$ cat src/rtl/fpu_wb_pkg.sv
// Shared types for the FPU writeback result buffer.
// Entry layout, status flag bundle and the NaN-box fill pattern.
package fpu_wb_pkg;

  localparam int unsigned RB_MAX_WIDTH = 64;

  typedef struct packed {
    logic nv;
    logic dz;
    logic of;
    logic uf;
    logic nx;
  } status_t;

  typedef struct packed {
    logic [RB_MAX_WIDTH-1:0] result;
    status_t                 status;
    logic                    is_fp32;
  } rb_entry_t;

  localparam logic [RB_MAX_WIDTH-1:0] NANBOX_FILL = {{(RB_MAX_WIDTH-32){1'b1}}, 32'h0};

endpackage

$ cat src/rtl/fpu_result_buffer.sv
// In-order result queue between the FPU wrapper and core writeback.
// Absorbs unstallable result pulses, NaN-boxes FP32 results and accrues fflags.
module fpu_result_buffer
  import fpu_wb_pkg::*;
#(
  parameter int unsigned WIDTH    = 64,
  parameter int unsigned DEPTH    = 4,
  parameter int unsigned AF_LEVEL = DEPTH - 1,
  parameter type         TagType  = logic
) (
  input  logic             clk_i,
  input  logic             rst_i,
  input  logic             flush_i,
  input  logic             fpu_valid_i,
  input  logic [WIDTH-1:0] fpu_result_i,
  input  logic [4:0]       fpu_status_i,
  input  TagType           fpu_tag_i,
  input  logic             fpu_is_fp32_i,
  output logic             almost_full_o,
  output logic             wb_valid_o,
  input  logic             wb_ready_i,
  output logic [WIDTH-1:0] wb_result_o,
  output logic [4:0]       wb_status_o,
  output TagType           wb_tag_o,
  output logic [4:0]       fflags_o,
  input  logic             clear_fflags_i,
  output logic             overflow_o
);

  localparam int unsigned PTR_W = $clog2(DEPTH);
  localparam int unsigned CNT_W = PTR_W + 1;

  rb_entry_t          entries_q [DEPTH];
  TagType             tags_q    [DEPTH];

  logic [PTR_W-1:0]   wr_ptr_q, wr_ptr_d;
  logic [PTR_W-1:0]   rd_ptr_q, rd_ptr_d;
  logic [CNT_W-1:0]   count_q, count_d;
  logic [4:0]         fflags_q, fflags_d;
  logic               overflow_q, overflow_d;

  logic               push, pop, full, write_en;
  rb_entry_t          entry_in;
  rb_entry_t          head;
  logic [RB_MAX_WIDTH-1:0] boxed;

  assign full     = (count_q == CNT_W'(DEPTH));
  assign push     = fpu_valid_i & ~flush_i;
  assign pop      = wb_valid_o & wb_ready_i & ~flush_i;
  // When full, a push only lands if the head leaves in the same cycle.
  assign write_en = push & (~full | pop);

  assign entry_in.result  = RB_MAX_WIDTH'(fpu_result_i);
  assign entry_in.status  = status_t'(fpu_status_i);
  assign entry_in.is_fp32 = fpu_is_fp32_i;

  always_ff @(posedge clk_i) begin
    if (write_en) begin
      entries_q[wr_ptr_q] <= entry_in;
      tags_q[wr_ptr_q]    <= fpu_tag_i;
    end
  end

  always_comb begin
    wr_ptr_d   = wr_ptr_q;
    rd_ptr_d   = rd_ptr_q;
    count_d    = count_q;
    fflags_d   = fflags_q;
    overflow_d = overflow_q;

    if (flush_i) begin
      wr_ptr_d = '0;
      rd_ptr_d = '0;
      count_d  = '0;
    end else begin
      if (write_en) wr_ptr_d = wr_ptr_q + 1'b1;
      if (pop)      rd_ptr_d = rd_ptr_q + 1'b1;
      unique case ({write_en, pop})
        2'b10:   count_d = count_q + 1'b1;
        2'b01:   count_d = count_q - 1'b1;
        default: count_d = count_q;
      endcase
      if (push & full & ~pop) overflow_d = 1'b1;
    end

    // Clear and accrue in the same cycle keep the popped status.
    if (pop)                 fflags_d = (clear_fflags_i ? 5'b0 : fflags_q) | wb_status_o;
    else if (clear_fflags_i) fflags_d = 5'b0;
  end

  always_ff @(posedge clk_i) begin
    if (rst_i) begin
      wr_ptr_q   <= '0;
      rd_ptr_q   <= '0;
      count_q    <= '0;
      fflags_q   <= '0;
      overflow_q <= 1'b0;
    end else begin
      wr_ptr_q   <= wr_ptr_d;
      rd_ptr_q   <= rd_ptr_d;
      count_q    <= count_d;
      fflags_q   <= fflags_d;
      overflow_q <= overflow_d;
    end
  end

  // Head outputs are gated so an empty (or just reset) buffer shows zeros.
  assign head  = entries_q[rd_ptr_q];
  assign boxed = NANBOX_FILL | {{(RB_MAX_WIDTH-32){1'b0}}, head.result[31:0]};

  assign wb_valid_o    = (count_q != '0);
  assign wb_result_o   = !wb_valid_o    ? '0 :
                         head.is_fp32   ? boxed[WIDTH-1:0] : head.result[WIDTH-1:0];
  assign wb_status_o   = wb_valid_o ? head.status : 5'b0;
  assign wb_tag_o      = wb_valid_o ? tags_q[rd_ptr_q] : '0;
  assign almost_full_o = (count_q >= CNT_W'(AF_LEVEL));
  assign fflags_o      = fflags_q;
  assign overflow_o    = overflow_q;

endmodule

$ cat config.mk
export PLATFORM = sky130hd
export DESIGN_NAME = fpu_result_buffer
export DESIGN_NICKNAME = d
export VERILOG_FILES = /design/src/rtl/fpu_wb_pkg.sv /design/src/rtl/fpu_result_buffer.sv
export SDC_FILE = /design/constraint.sdc
export NUM_CORES = 1
export LEC_CHECK = 0
export BUFFER_PORTS_ARGS = -buffer_cell sky130_fd_sc_hd__buf_2
export CAP_MARGIN = 15
export CELL_PAD_IN_SITES_DETAIL_PLACEMENT = 1
export CELL_PAD_IN_SITES_GLOBAL_PLACEMENT = 2
export CORE_UTILIZATION = 35
export DETAILED_ROUTE_END_ITERATION = 12
export PLACE_DENSITY = 0.75
export SLEW_MARGIN = 10
export SYNTH_ARGS = -nofsm -noshare
export SYNTH_HDL_FRONTEND = slang
export SYNTH_SLANG_ARGS = --single-unit
$ cat constraint.sdc
create_clock -name clk_i -period 4.68 [get_ports clk_i]
set_clock_uncertainty 0.15 [all_clocks]
set_input_delay 1.17 -clock clk_i [delete_from_list [all_inputs] [get_ports clk_i]]
set_output_delay 1.17 -clock clk_i [all_outputs]
set_load 0.01 [all_outputs]
### Yosys cells after proc, flatten, opt, wreduce, memory -nomap -nowiden

Memory sizes are Yosys's and may differ from the RTL's. A register that Yosys moved wholly into a read port is not among the register bits.
Cells that the tools add are included.
Widths: inputs -> output; s select.

| cells by class | value |
|---|---|
| shift operators | 0 |
| multiply operators | 0 |
| multiplexer cells | 13 |
| $lt $le $gt $ge | 1 |
| add/sub/neg operators | 4 |
| reductions and logical operators | 4 |
| divide/modulo/power cells | 0 |
| bitwise operators | 11 |
| eq/ne operators | 3 |

Operators with widths:

| cell | count |
|---|---|
| $mux 64 | 2 |
| $mux 5 | 3 |
| $mux 2 | 4 |
| $and 1x1->1 | 6 |
| $pmux 3 s2 | 1 |
| $or 5x5->5 | 1 |
| $add 2x1->2 const B | 2 |
| $add 3x1->3 const B | 1 |
| $eq 3x3->1 const B | 1 |
| $ge 3x2->1 const B | 1 |
| $mux 1 | 3 |
| $not 1->1 | 3 |
| $reduce_bool 3->1 | 1 |
| $sub 3x1->3 const B | 1 |
| $eq 2x1->1 const B | 1 |
| $eq 2x2->1 const B | 1 |
| $reduce_and 2->1 | 1 |
| $reduce_bool 2->1 | 1 |
| $reduce_or 2->1 | 1 |
| $or 1x1->1 | 1 |

| storage, ports and cells | value |
|---|---|
| RAM bits | 284 |
| bits in latches | 0 |
| input bits | 77 |
| memory bits (read-only) | 0 |
| output and inout bits | 78 |
| memories kept | 2 |
| flip-flop bits (word level) | 13 |

Memory list:

| name | depth | bits a word | read ports | clocked after Yosys merged registers in | wr ports | line | text |
|---|---|---|---|---|---|---|---|
| entries_q | 4 | 70 | 1 | 1 | 1 | fpu_result_buffer.sv:33 | `rb_entry_t entries_q [DEPTH];` |
| tags_q | 4 | 1 | 1 | 1 | 1 | fpu_result_buffer.sv:34 | `TagType tags_q [DEPTH];` |

### Logic depth before layout (Yosys ltp)

Gate-level depths: netlist of run 1.

| logic depth | value |
|---|---|
| depth in word-level cells | 7 |
| mapped depth | 10 |

### Worst setup path after synthesis of run 1

OpenSTA, ideal clock, no wires.

| path | value |
|---|---|
| kind | input to register |
| start point | in flush_i |
| end point | mem entries_q[1][0] in the netlist's numbering (enable) |
| library setup time | 0.437 ns |
| required time | 4.093 ns |
| setup slack | 0.828 ns |
| arrival | 3.266 ns |
| stages on the path | 3 |
| buffers on the path | 0 |
| cells stage by stage | nand2b_1 -> nor2_1 -> and2_1 |

| between the ends | value |
|---|---|
| longest elaborated chain between the ends | 6 |
| elaborated cells on any way between the ends | 7 |
| those cells by class | mux: 2; bitwise: 5 |

Ends and longest elaborated chain:

| element | line | text |
|---|---|---|
| start: declaration | fpu_result_buffer.sv:13 | `input logic flush_i,` |
| $not 1->1 (no line) (*) | -- |  |
| $and 1x1->1 | fpu_result_buffer.sv:49 | `assign pop = wb_valid_o & wb_ready_i & ~flush_i;` |
| $or 1x1->1 | fpu_result_buffer.sv:51 | `assign write_en = push & (~full \| pop);` |
| $and 1x1->1 (*) | fpu_result_buffer.sv:51 |  |
| $mux 1 (*) | fpu_result_buffer.sv:58 | `if (write_en) begin` |
| $mux 1 (implied by the code) (*) | fpu_result_buffer.sv:59 | `entries_q[wr_ptr_q] <= entry_in;` |
| end: declaration | fpu_result_buffer.sv:33 |  |

Mark *: on every way between the ends. The rest lies on a longest branch, timed or not.

==> results of run 1 <==
==> cell usage after synthesis <==
| library cell | n | area share (%) |
|---|---|---|
| ha_1 | 4 | 0.44 |
| a31oi_1 | 1 | 0.055 |
| nand2b_1 | 2 | 0.11 |
| fa_1 | 1 | 0.17 |
| xnor2_1 | 4 | 0.31 |
| edfxtp_1 | 284 | 74 |
| o21ai_0 | 1 | 0.044 |
| nand3_1 | 1 | 0.044 |
| dfxtp_1 | 15 | 2.6 |
| o211a_1 | 1 | 0.087 |
| buf_2 | 11 | 0.48 |
| or2_2 | 1 | 0.055 |
| clkbuf_1 | 18 | 0.59 |
| a2111oi_4 | 1 | 0.24 |
| xor2_1 | 1 | 0.076 |
| nor2b_1 | 6 | 0.33 |
| o21bai_1 | 1 | 0.065 |
| a211oi_1 | 2 | 0.13 |
| inv_1 | 5 | 0.16 |
| nor4b_1 | 1 | 0.076 |
| and2_1 | 43 | 2.3 |
| nand2_1 | 1 | 0.033 |
| inv_2 | 1 | 0.033 |
| o21a_1 | 1 | 0.065 |
| nor3_1 | 1 | 0.044 |
| mux4_2 | 71 | 14 |
| a21oi_1 | 6 | 0.26 |
| nor2_1 | 79 | 2.6 |
| a21o_1 | 1 | 0.065 |
| buf_1 | 1 | 0.033 |
| nor3_2 | 2 | 0.17 |
| and4b_1 | 1 | 0.087 |
==> power breakdown <==
| part | internal (W) | total, W | switching (W) |
|---|---|---|---|
| sequential | 0.00297 | 0.00298 | 0.0000112 |
| combinational | 0.000103 | 0.000247 | 0.000144 |
| clock | 0.00154 | 0.00253 | 0.000989 |
==> layout make-up <==
class                           instances  share of cell area (%)
Clock buffer                           45                   6.882
Timing Repair Buffer                  162                   6.432
Inverter                                6                  0.1621
Sequential cell                       299                   63.62
Clock inverter                         14                  0.8468
Multi-Input combinational cell        234                   18.14
Tap cell                              435                   3.919
==> layer usage <==
layer	vias up	share of wire, %	GRT usage [%]	wire, um
met5	-	0	0	0
met4	0	1.6	3.867	390
met3	33	5.5	3.832	1306
met2	139	50	24.85	11910
met1	2921	43	18.74	10100
li1	2579	-	-	-
==> worst min-delay path, stage by stage, from the launching register on <==
cell	delay, ps
dfxtp_1	330
a31oi_1	40
nor2_1	70
==> how the worst min path moves through the flow <==
stage,cells past startpoint,endpoint,startpoint,slack (ps)
floorplan,2,register,rd_ptr_q[1]$_SDFFE_PP0N_,330
global placement,2,overflow_o$_SDFFE_PP0P_,overflow_o$_SDFFE_PP0P_,310
detailed placement,2,overflow_o$_SDFFE_PP0P_,overflow_o$_SDFFE_PP0P_,320
CTS,2,overflow_o$_SDFFE_PP0P_,overflow_o$_SDFFE_PP0P_,330
global route,2,overflow_o$_SDFFE_PP0P_,overflow_o$_SDFFE_PP0P_,400
finish,2,overflow_o$_SDFFE_PP0P_,overflow_o$_SDFFE_PP0P_,320
==> state kept, by name, summed over array words and instances (netlist names), named ones only <==
| signal | cells |
|---|---|
| count_q | 3 |
| fflags_o | 5 |
| overflow_o | 1 |
| tags_q | 4 |
| wr_ptr_q | 2 |
| entries_q | 280 |
| rd_ptr_q | 2 |
==> kinds of logic (layout without fill, tap and decap cells) <==
family          after synthesis  after routing  share of synthesized area (%)
mux                          71             71                          13.93
simple gates                138            138                          5.874
flops                       299            299                          76.90
compound gates               15             15                          1.014
buf+inv                      36            227                          1.297
xor+xnor                      5              5                         0.3814
fa+ha+maj                     5              5                         0.6103
==> stage by stage <==
| step | util [%] | worst slack (ps) | hold slack (ps) | area, um2 |
|---|---|---|---|---|
| floorplan | - | 827.5 | 334.7 | 11480 |
| global route | 43.57 | 624.1 | 404.5 | 13890 |
| detailed placement | 40.20 | 1255 | 315.9 | 12820 |
| global placement | 40.20 | 1277 | 306.2 | 12820 |
| CTS | 43.57 | 705.0 | 331.1 | 13890 |
| finish | 43.57 | 782.8 | 325.0 | 13890 |
==> impl_results.md, run 1 <==
* Outcome: complete, no violations
* Most frequent CP cell: nor2_1
* Die Ht at between 150 and 200 um
* Clock transition at path regs at 60 ps
* Post-Syn Area at between 0.01 and 0.015 mm2
* Reg2reg start: count_q[0]$_SDFFE_PP0P_
* Worst skew pair latency at 490 ps
* Tcrit/Tclk final at between 80 and 90%
* TritonCTS clock tree: done
* Worst Path Buf+Inv at 2
* WL final at between 20 and 25 mm
* Worst EP required at around 3400 ps
* Final TNS setup at 0 ps
* Clock Tree Buf Depth at 3
* Vias in the first global route at 6394
* Crit path DAT at 2580 ps
* Die Wd at roughly 180 um
* Post-synthesis sequential area ratio at about three quarters
* Crit-path max FO at 39
* Largest net degree at the start of global routing at 58
* Worst-Margin Slew at 831.0 ps
* Root Driver: clkbuf_16
* Kind of cell adding the most delay to the critical path: buffers and inverters
* Max-slew violations at 0
* CTS Buf Count at 34
* Post-route antenna net violation count at 0
* Crit path kind: register to primary output
* First-pass GRT wire length at 36.91 mm
* Worst path slowest cell: dfxtp_4
* Via Count at between 5k and 6k
* P&R area growth vs syn at 20.98%
* Drt pass-1 iters at 4
* DR WL/cell at approximately 20 um
* N_diodes at 0
* Initial antenna violation count at 0
* Max-cap viol count at 0
* Tot Pwr at between 0.005 and 0.006 W
* Fin crit period at 3897 ps
* Commonest non-fill, non-tap cell in the layout: edfxtp_1
* Crit path depth at 5
* Post-DP HPWL at 14.42 mm
* Netlist cell types at 32
* Vias/cell at roughly 4.7
* Final hold violation count at 0
* Non-filler cells, final at between 1k and 1.5k
* CP max stage delay at 660 ps
* Depth of the CTS H-tree at 2
* Worst slew margin at 44.60%
* Layout cell share with drive strength beyond 1 at 37.89%
* Setup crit end: wb_result_o[40]
* Worst setup SP type: register
* # placed instances at between 1k and 1.5k
* Initial DRC Count at 290
* R2R Path End: count_q[2]$_SDFFE_PP0P_
* Core ar. at between 0.03 and 0.04 mm2
* Detailed-route DRC error count at 0
* Mapped Nets at around 650
* Area of the multi-input gates at 0.002520 mm2
* All-Layer GR Usage at around 15%
* Post-cts resize count at 0
* Placer Congestion at between 0.6 and 0.7
* Crit-path cells: buf_4 > mux4_2 > nor2_1 > nor2_1 > buf_2
* Number of synthesized register bits at between 200 and 300
* Final setup vio count at 0
* IO Count at 155
* PortBufs at around 150
* Post-layout nets at a little over 800
* Worst R2R Setup Slack at 1760 ps
* P_leak at around 4.8 nW
* RSZ-0062 raised after global routing: no
* # rows at 65
* Max frequency at 256.6 MHz
* Worst r2r path cells at 8
* Commonest cells after routing, fill and taps aside: edfxtp_1, buf_2, nor2_1
* Setup crit end kind: primary output
* Hold WC Path Type: register to register
* Max IR drop VDD at between 0.2 and 0.3 mV
* Storage cell area at between 0.008 and 0.009 mm2
* Syn Inst Count at about 570
* Grt total ovfl at 0
* TritonCTS Sinks at approximately 300
* Die area at ~0.034 mm2
* YS warnings at 0
* Initial core utilization at about 36%
* Pwr dens at approximately 410 mW/mm2
* Syn Area/Cell at around 20 um2
* Setup Buffers After CTS at 0
* Fill count at between 3k and 4k
* CTS Hold Buffers Added at 0
Note: power is estimated with default switching activity, not from simulation.
==> run 2, diff against run 1 <==
--- a/config.mk
+++ b/config.mk
@@ -5,13 +5,14 @@
 export SDC_FILE = /design/constraint.sdc
 export NUM_CORES = 1
 export LEC_CHECK = 0
+export ABC_AREA = 1
 export BUFFER_PORTS_ARGS = -buffer_cell sky130_fd_sc_hd__buf_2
 export CAP_MARGIN = 15
 export CELL_PAD_IN_SITES_DETAIL_PLACEMENT = 1
 export CELL_PAD_IN_SITES_GLOBAL_PLACEMENT = 2
 export CORE_UTILIZATION = 35
 export DETAILED_ROUTE_END_ITERATION = 12
-export PLACE_DENSITY = 0.75
+export PLACE_DENSITY = 0.81
 export SLEW_MARGIN = 10
 export SYNTH_ARGS = -nofsm -noshare
 export SYNTH_HDL_FRONTEND = slang
==> constraint.sdc (replaced) <==
create_clock -name clk_i -period 3.7 [get_ports clk_i]
set_clock_uncertainty 0.15 [all_clocks]
set_input_delay 0.925 -clock clk_i [delete_from_list [all_inputs] [get_ports clk_i]]
set_output_delay 0.925 -clock clk_i [all_outputs]
set_load 0.01 [all_outputs]
==> run 2 against run 1 <==
  * Register-to-register slack got worse by 90 ps
  * Non-clock buffer count rose by 13
  * Worst hold slack worse by 8.1 ps
  * Routed wire length up 27%
  * Worst setup slack lost 520 ps
  * Combinational power increased by 39%
  * First-iteration DRC count grew 19%
  * Core utilization decreased by 0.35 points
  * Critical path depth up 1
  * Global-route usage rose by 3.1 points
  * Critical endpoint is now wb_status_o[3]
  * Largest cell class unchanged
  * Highest routed layer is now met5
==> impl_results.md, run 2 <==
* Detailed-route DRC error count at 0 (unchanged)
* Commonest cells after routing, fill and taps aside: edfxtp_1, nor2_1, buf_2 (was edfxtp_1, buf_2, nor2_1)
* CTS Buf Count at 35 (was 34)
* Drt pass-1 iters at 5 (was 4)
* Tcrit/Tclk final at 92.87%
* Clock transition at path regs at 60 ps (about the same)
* Vias in the first global route at 8177 (was 6394)
* Fraction of registers with async set/reset at 0% (unchanged)
* Crit path kind: register to primary output (unchanged)
* Commonest non-fill, non-tap cell in the layout: edfxtp_1 (unchanged)
* Final hold violation count at 0 (unchanged)
* Syn Inst Count at 907 (was 569)
* Die Wd at 185.3 um (was 183.1 um)
* Post-synth top cells: edfxtp_1, nor2_1, o21ai_0 (was edfxtp_1, nor2_1, mux4_2)
* Synth Flop Type: edfxtp_1 (unchanged)
* TritonCTS clock tree: done (unchanged)
* Final hold slack at 316.9 ps (was 325.0 ps)
* Reg2reg start: count_q[0]$_SDFFE_PP0P_ (unchanged)
* Depth of the CTS H-tree at 2 (unchanged)
* Outcome: complete, no violations (unchanged)
* Max-slew violations at 0 (unchanged)
* Worst slew margin at 57.43% (was 44.60%)
* YS warnings at 0 (unchanged)
* Placer Congestion at 0.7102 (was 0.6609)
* Final setup margin at 263.7 ps (was 782.8 ps)
* Grt total ovfl at 0 (unchanged)
* Post-cts resize count at 0 (unchanged)
* Post-DP HPWL at 18.00 mm (was 14.42 mm)
* Die Ht at 185.3 um (was 183.1 um)
* P&R area growth vs syn at 20.43% (was 20.98%)
* R2R Path End: entries_q[3][3]$_DFFE_PP_ (was count_q[2]$_SDFFE_PP0P_)
* TritonCTS Sinks at 299 (unchanged)
* Final setup vio count at 0 (unchanged)
* Worst setup SP type: register (unchanged)
* # rows at 66 (was 65)
* PortBufs at 154 (unchanged)
* Fin crit period at ~3400 ps
* Post-synthesis sequential area ratio at 75.05% (was 76.90%)
* Worst R2R Setup Slack at 1670 ps (was 1760 ps)
* Post-route antenna net violation count at 0 (unchanged)
* Pwr dens at 515.3 mW/mm2 (was 414.7 mW/mm2)
* CP max stage delay at 530 ps (was 660 ps)
* Setup Buffers After CTS at 0 (unchanged)
* Layout cell share with drive strength beyond 1 at 21.83% (was 37.89%)
* Worst Path Buf+Inv at 2 (unchanged)
* Syn Area/Cell at 12.97 um2 (was 20.18 um2)
* Hold WC Path Type: register to register (unchanged)
* Crit path DAT at 2360 ps (was 2580 ps)
* Setup crit end kind: primary output (unchanged)
* DR WL/cell at 19.63 um (was 19.84 um)
* Worst path slowest cell: dfxtp_4 (unchanged)
* Worst skew pair latency at 530 ps (was 490 ps)
* RSZ-0062 raised after global routing: no (unchanged)
* Root Driver: clkbuf_16 (unchanged)
* Worst EP required at 2620 ps (was 3360 ps)
* Top cells by area in the synthesized netlist: edfxtp_1, nor2_1, o21ai_0, a21oi_1, dfxtp_1 (was edfxtp_1, mux4_2, dfxtp_1, nor2_1, and2_1)
* Worst hold start: fflags_o[2]$_SDFF_PP0_ (was overflow_o$_SDFFE_PP0P_)
* Initial antenna violation count at 5 (was 0)
* Largest Register: entries_q (unchanged)
* Max-cap viol count at 0 (unchanged)
* Via Count at 7655 (was 5672)
* Clock Tree Buf Depth at 3 (unchanged)
* CTS Hold Buffers Added at 0 (unchanged)
* Most frequent CP cell: nor2_1 (unchanged)
* Vias/cell at 4.984 (was 4.746)
* WL final at 30.15 mm (was 23.71 mm)
* First-pass GRT wire length at 46.25 mm (was 36.91 mm)
* Initial DRC Count at 344 (was 290)
* Worst-Margin Slew at 638.5 ps (was 831.0 ps)
* Largest net degree at the start of global routing at 75 (was 58)
* Top cell type by total area after synthesis: edfxtp_1 (unchanged)
* Share of the synthesized area in the top cell type at 72.50% (was 74.28%)
* Post-Syn Area at 0.01176 mm2 (was 0.01148 mm2)
* Die area at 0.03435 mm2 (was 0.03353 mm2)
* All-Layer GR Usage at 17.82% (was 14.68%)
* P_leak at 5.120 nW (was 4.779 nW)
* EDFF count, synth at 284 (unchanged)
* Max frequency at slightly below 300 MHz
* Count leader, synth: edfxtp_1 (unchanged)
* Final Core Density at 43.21% (was 43.57%)
* Fin area at 0.01417 mm2 (was 0.01389 mm2)
* Kind of cell adding the most delay to the critical path: buffers and inverters (unchanged)
* Max reg flops at 280 (unchanged)
* Core ar. at 0.03278 mm2 (was 0.03188 mm2)
* Area after DPL at 0.01310 mm2 (was 0.01282 mm2)
* Worst r2r path cells at 5 (was 8)
* Pre-CTS setup slack at 765.7 ps (was 1255 ps)
* Number of synthesized register bits at 299 (unchanged)
* Crit-path cells: buf_4 > nor2_1 > nor2_1 > o21ai_0 > a21oi_1 > buf_2 (was buf_4 > mux4_2 > nor2_1 > nor2_1 > buf_2)
* Post-layout nets at 1145 (was 819)
* Crit-path max FO at 46 (was 39)
* Max IR drop VDD at 0.2863 mV (was 0.2805 mV)
* IO Count at 155 (unchanged)
* Setup crit end: wb_status_o[3] (was wb_result_o[40])
* Netlist cell types at 29 (was 32)
* Initial core utilization at 35.88% (was 36.01%)
* Crit path depth at 6 (was 5)
* Mapped Nets at 989 (was 651)
[run 2: changes by cell type after synthesis, moves of 7 or more]
cell / before / now
o21ai_0: 1 / 140
a21oi_1: 6 / 76
nand2_1: 1 / 18
buf_2: 11 / 19
buf_4: 0 / 7
mux4_2: 71 / 0
nand3_1: 1 / 9
o22a_1: 0 / 32
and2_1: 43 / 0
nor2_1: 79 / 233
inv_1: 5 / 17
[run 2: cell type report]
class | instances | area [um2]
tap | 442 | 553.0
multi-input combinational | 532 | 2586
sequential | 299 | 8836
timing repair buffer | 175 | 1041
fill | 3502 | 18620
clock buffer | 50 | 932.1
clock inverter | 14 | 128.9
antenna | 4 | 10.01
inverter | 20 | 80.08
[run 2: kinds of logic after synthesis]
family | after synthesis | synth area share (%)
flip-flops | 299 | 75.05
AND/OR/NAND/NOR | 268 | 8.860
AO/OA/AOI/OAI | 259 | 12.27
buffers and inverters | 76 | 3.223
adder cells (fa/ha/maj) | 5 | 0.5956
[run 2: tightest hold or removal path, stage by stage, from the launching register on]
cell     delay (ps)
dfxtp_1         310
nand2_1          60
a21oi_1          50
[run 2: worst min-delay path by stage]
stage | slack [ps] | cells past startpoint | end
2_1_floorplan | 330 | 2 | fflags_o[0]$_SDFF_PP0_
3_3_place_gp | 310 | 2 | fflags_o[2]$_SDFF_PP0_
3_5_place_dp | 310 | 2 | fflags_o[2]$_SDFF_PP0_
4_1_cts | 320 | 2 | fflags_o[2]$_SDFF_PP0_
5_1_grt | 350 | 2 | fflags_o[4]$_SDFF_PP0_
6_report | 320 | 2 | fflags_o[2]$_SDFF_PP0_
[run 2: report_power, final]
part	leakage [nW]	switching, W	total (W)	internal [W]
sequential	2.70	0.0000146	0.00378	0.00376
clock	0.517	0.00133	0.00318	0.00185
combinational	1.90	0.000228	0.000344	0.000116
[run 2: metrics by stage]
step           TNS, ps  cells  total power, W
6_report             0   1536        0.007300
5_1_grt              0   1532        0.007554
4_1_cts              0   1532        0.007402
3_5_place_dp         0   1468        0.004199
3_3_place_gp         0   1468        0.004185
2_1_floorplan   -19520    907        0.004013
[run 2: layer usage]
layer / GRT usage, % / share of wire, % / wire [um]
met1: 22.00 / 43 / 13020
met2: 31.46 / 51 / 15240
met3: 3.382 / 4.0 / 1215
met5: 0 / 0.090 / 27
met4: 5.322 / 2.2 / 656
==> run 3, diff against run 2 <==
--- a/config.mk
+++ b/config.mk
@@ -5,15 +5,14 @@
 export SDC_FILE = /design/constraint.sdc
 export NUM_CORES = 1
 export LEC_CHECK = 0
-export ABC_AREA = 1
 export BUFFER_PORTS_ARGS = -buffer_cell sky130_fd_sc_hd__buf_2
 export CAP_MARGIN = 15
 export CELL_PAD_IN_SITES_DETAIL_PLACEMENT = 1
 export CELL_PAD_IN_SITES_GLOBAL_PLACEMENT = 2
 export CORE_UTILIZATION = 35
 export DETAILED_ROUTE_END_ITERATION = 12
-export PLACE_DENSITY = 0.81
-export SLEW_MARGIN = 10
+export PLACE_DENSITY = 0.75
+export SLEW_MARGIN = 5
 export SYNTH_ARGS = -nofsm -noshare
 export SYNTH_HDL_FRONTEND = slang
 export SYNTH_SLANG_ARGS = --single-unit
==> run 3 against run 2 <==
  * Die area fell by 2.4%
  * Worst hold slack got worse by 5.3 ps
  * Core utilization rose by 0.15 points
  * Critical path type unchanged
  * Register-to-register slack got worse by 620 ps
  * Non-clock buffer count fell by 7
==> impl_results.md, run 3 (synthesis results as in run 1) <==
* Outcome: complete, no violations (unchanged)
* Fin crit period at 3488 ps (was 3436 ps)
* # rows at 65 (was 66)
* Crit-path max FO at 32 (was 46)
* TritonCTS Sinks at 299 (unchanged)
* Post-layout nets at 822 (was 1145)
* DR WL/cell at 20.24 um (was 19.63 um)
* Sequential fraction of design power at 53.5% (was 51.8%)
* Commonest cells after routing, fill and taps aside: edfxtp_1, buf_2, nor2_1 (was edfxtp_1, nor2_1, buf_2)
* Comb power frac at 4.6% (was 4.7%)
* CTS Buf Count at 31 (was 35)
* Root Driver: clkbuf_16 (unchanged)
* Die area at 0.03353 mm2 (was 0.03435 mm2)
* Max-slew violations at 0 (unchanged)
* IO Count at 155 (unchanged)
* WL final at 24.20 mm (was 30.15 mm)
* Initial DRC Count at 413 (was 344)
* Post-DP HPWL at 14.96 mm (was 18.00 mm)
* First-pass GRT wire length at 36.83 mm (was 46.25 mm)
* Grt total ovfl at 0 (unchanged)
* P_leak at 4.752 nW (was 5.120 nW)
* RSZ-0062 raised after global routing: no (unchanged)
* Drt pass-1 iters at 4 (was 5)
* Crit-path cells: mux4_2 > nor2_1 > nor2_1 > buf_2 (was buf_4 > nor2_1 > nor2_1 > o21ai_0 > a21oi_1 > buf_2)
* Clock Tree Buf Depth at 3 (unchanged)
* Setup crit end kind: primary output (unchanged)
* N_diodes at 0 (was 4)
* Internal Pwr Total at 0.005617 W (was 0.005728 W)
* Depth of the CTS H-tree at 1 (was 2)
* Max-cap viol count at 0 (unchanged)
* Commonest non-fill, non-tap cell in the layout: edfxtp_1 (unchanged)
* Die Ht at 183.1 um (was 185.3 um)
* Most frequent CP cell: nor2_1 (unchanged)
* Worst EP required at 2620 ps (about the same)
* Initial core utilization at 36.01% (was 35.88%)
* Worst skew pair latency at 540 ps (was 530 ps)
* Tcrit/Tclk final at 94.27% (was 92.87%)
* Via Count at 5711 (was 7655)
* Max IR drop VDD at 0.3682 mV (was 0.2863 mV)
* Fill count at 3146 (was 3502)
* Clock Power Share at 41.9% (was 43.5%)
* Post-route antenna net violation count at 0 (unchanged)
* Initial antenna violation count at 1 (was 5)
* Core ar. at 0.03188 mm2 (was 0.03278 mm2)
* P_sw at 0.001424 W (was 0.001572 W)
* Pwr dens at 509.4 mW/mm2 (was 515.3 mW/mm2)
* All-Layer GR Usage at 14.62% (was 17.82%)
* Tot Pwr at 0.007041 W (was 0.007300 W)
* Max frequency at 286.7 MHz (was 291.0 MHz)
* TritonCTS clock tree: done (unchanged)
* PortBufs at 154 (unchanged)
* Hold WC Path Type: register to register (unchanged)
* Layout cell share with drive strength beyond 1 at 38.37% (was 21.83%)
* Vias in the first global route at 6224 (was 8177)
* Final hold slack at 311.7 ps (was 316.9 ps)
* Crit path DAT at 2410 ps (was 2360 ps)
* Worst slew margin at 50.72% (was 57.43%)
* P&R area growth vs syn at 20.40% (was 20.43%)
* Max reg flops at 280 (unchanged)
* Worst-Margin Slew at 739.2 ps (was 638.5 ps)
* Largest Register: entries_q (unchanged)
* Detailed-route DRC error count at 0 (unchanged)
* Worst setup SP type: register (unchanged)
* Worst path slowest cell: mux4_2 (was dfxtp_4)
* Pre-CTS setup slack at 611.7 ps (was 765.7 ps)
* CTS Hold Buffers Added at 0 (unchanged)
* Post-cts resize count at 0 (unchanged)
* Final setup vio count at 0 (unchanged)
* Clock transition at path regs at 60 ps (about the same)
* Final setup margin at 212.2 ps (was 263.7 ps)
* Final TNS setup at 0 ps (unchanged)
* Switching portion of total power at 20.22% (was 21.54%)
* CP max stage delay at 890 ps (was 530 ps)
* Placer Congestion at 0.7037 (was 0.7102)
* Die Wd at 183.1 um (was 185.3 um)
* Setup Buffers After CTS at 0 (unchanged)
* Crit path kind: register to primary output (unchanged)
* Vias/cell at 4.775 (was 4.984)
* Final hold violation count at 0 (unchanged)
* Largest net degree at the start of global routing at 71 (was 75)
run 3: cell count changes in the layout (fill, tap and decap cells not counted), sizes merged, moves of 6 or more:
cell    previous run  this run
o22a              33         0
clkbuf            50        36
nor2b              0         6
mux4               0        71
nand2             19         1
nor2             236        79
and2               0        43
nand3              9         1
a21oi             79         6
o21ai            147         1
buf              175       168
inv               21         7
run 3: layer usage:
layer	routed length [um]	vias up	GRT usage, %	part of all wire (%)
met5	12	-	0	0.050
met4	420	2	3.167	1.7
met3	1303	33	2.800	5.4
met2	11570	153	24.33	48
met1	10900	2950	19.98	45
li1	-	2573	-	-
run 3: path summary, 6_finish.rpt:
kind / start / end / slack (ps) / depth (start not counted)
worst max-delay path: register / wb_result_o[39] / 210 / 4
worst max register to register: count_q[0]$_SDFFE_PP0P_ / count_q[2]$_SDFFE_PP0P_ / 1050 / 8
worst min register to register: overflow_o$_SDFFE_PP0P_ / overflow_o$_SDFFE_PP0P_ / 310 / 2
worst min-delay path: overflow_o$_SDFFE_PP0P_ / overflow_o$_SDFFE_PP0P_ / 310 / 2
run 3: worst max-delay path: cells and delay by family, from the launching register on:
kind / cells / cell delay [ps]
muxes: 1 / 890
DFF: 1 / 500
buffers and inverters: 1 / 160
and+or+nand+nor: 2 / 310
run 3: layout make-up:
cell class,count,area (um2),share of cell area [%]
multi-input combinational,234,2520,18.23
clock buffer,36,794.5,5.748
timing repair buffer,168,938.4,6.789
sequential,299,8836,63.92
clock inverter,18,167.7,1.213
tap,435,544.3,3.937
inverter,6,22.52,0.1629
run 3: power groups by stage:
stage	Clock [W]	Sequential, W	Combinational [W]
floorplan	0	0.00384	0.000156
detailed placement	0	0.00384	0.000331
global placement	0	0.00384	0.000325
global route	0.00314	0.00377	0.000358
CTS	0.00303	0.00377	0.000332
finish	0.00295	0.00377	0.000322
run 3: metrics by stage:
step | utilization, % | instances | area, um2
6_report | 43.36 | 1196 | 13820
5_1_grt | 43.36 | 1196 | 13820
4_1_cts | 43.36 | 1196 | 13820
3_5_place_dp | 40.34 | 1142 | 12860
3_3_place_gp | 40.34 | 1142 | 12860
2_1_floorplan | - | 569 | 11480
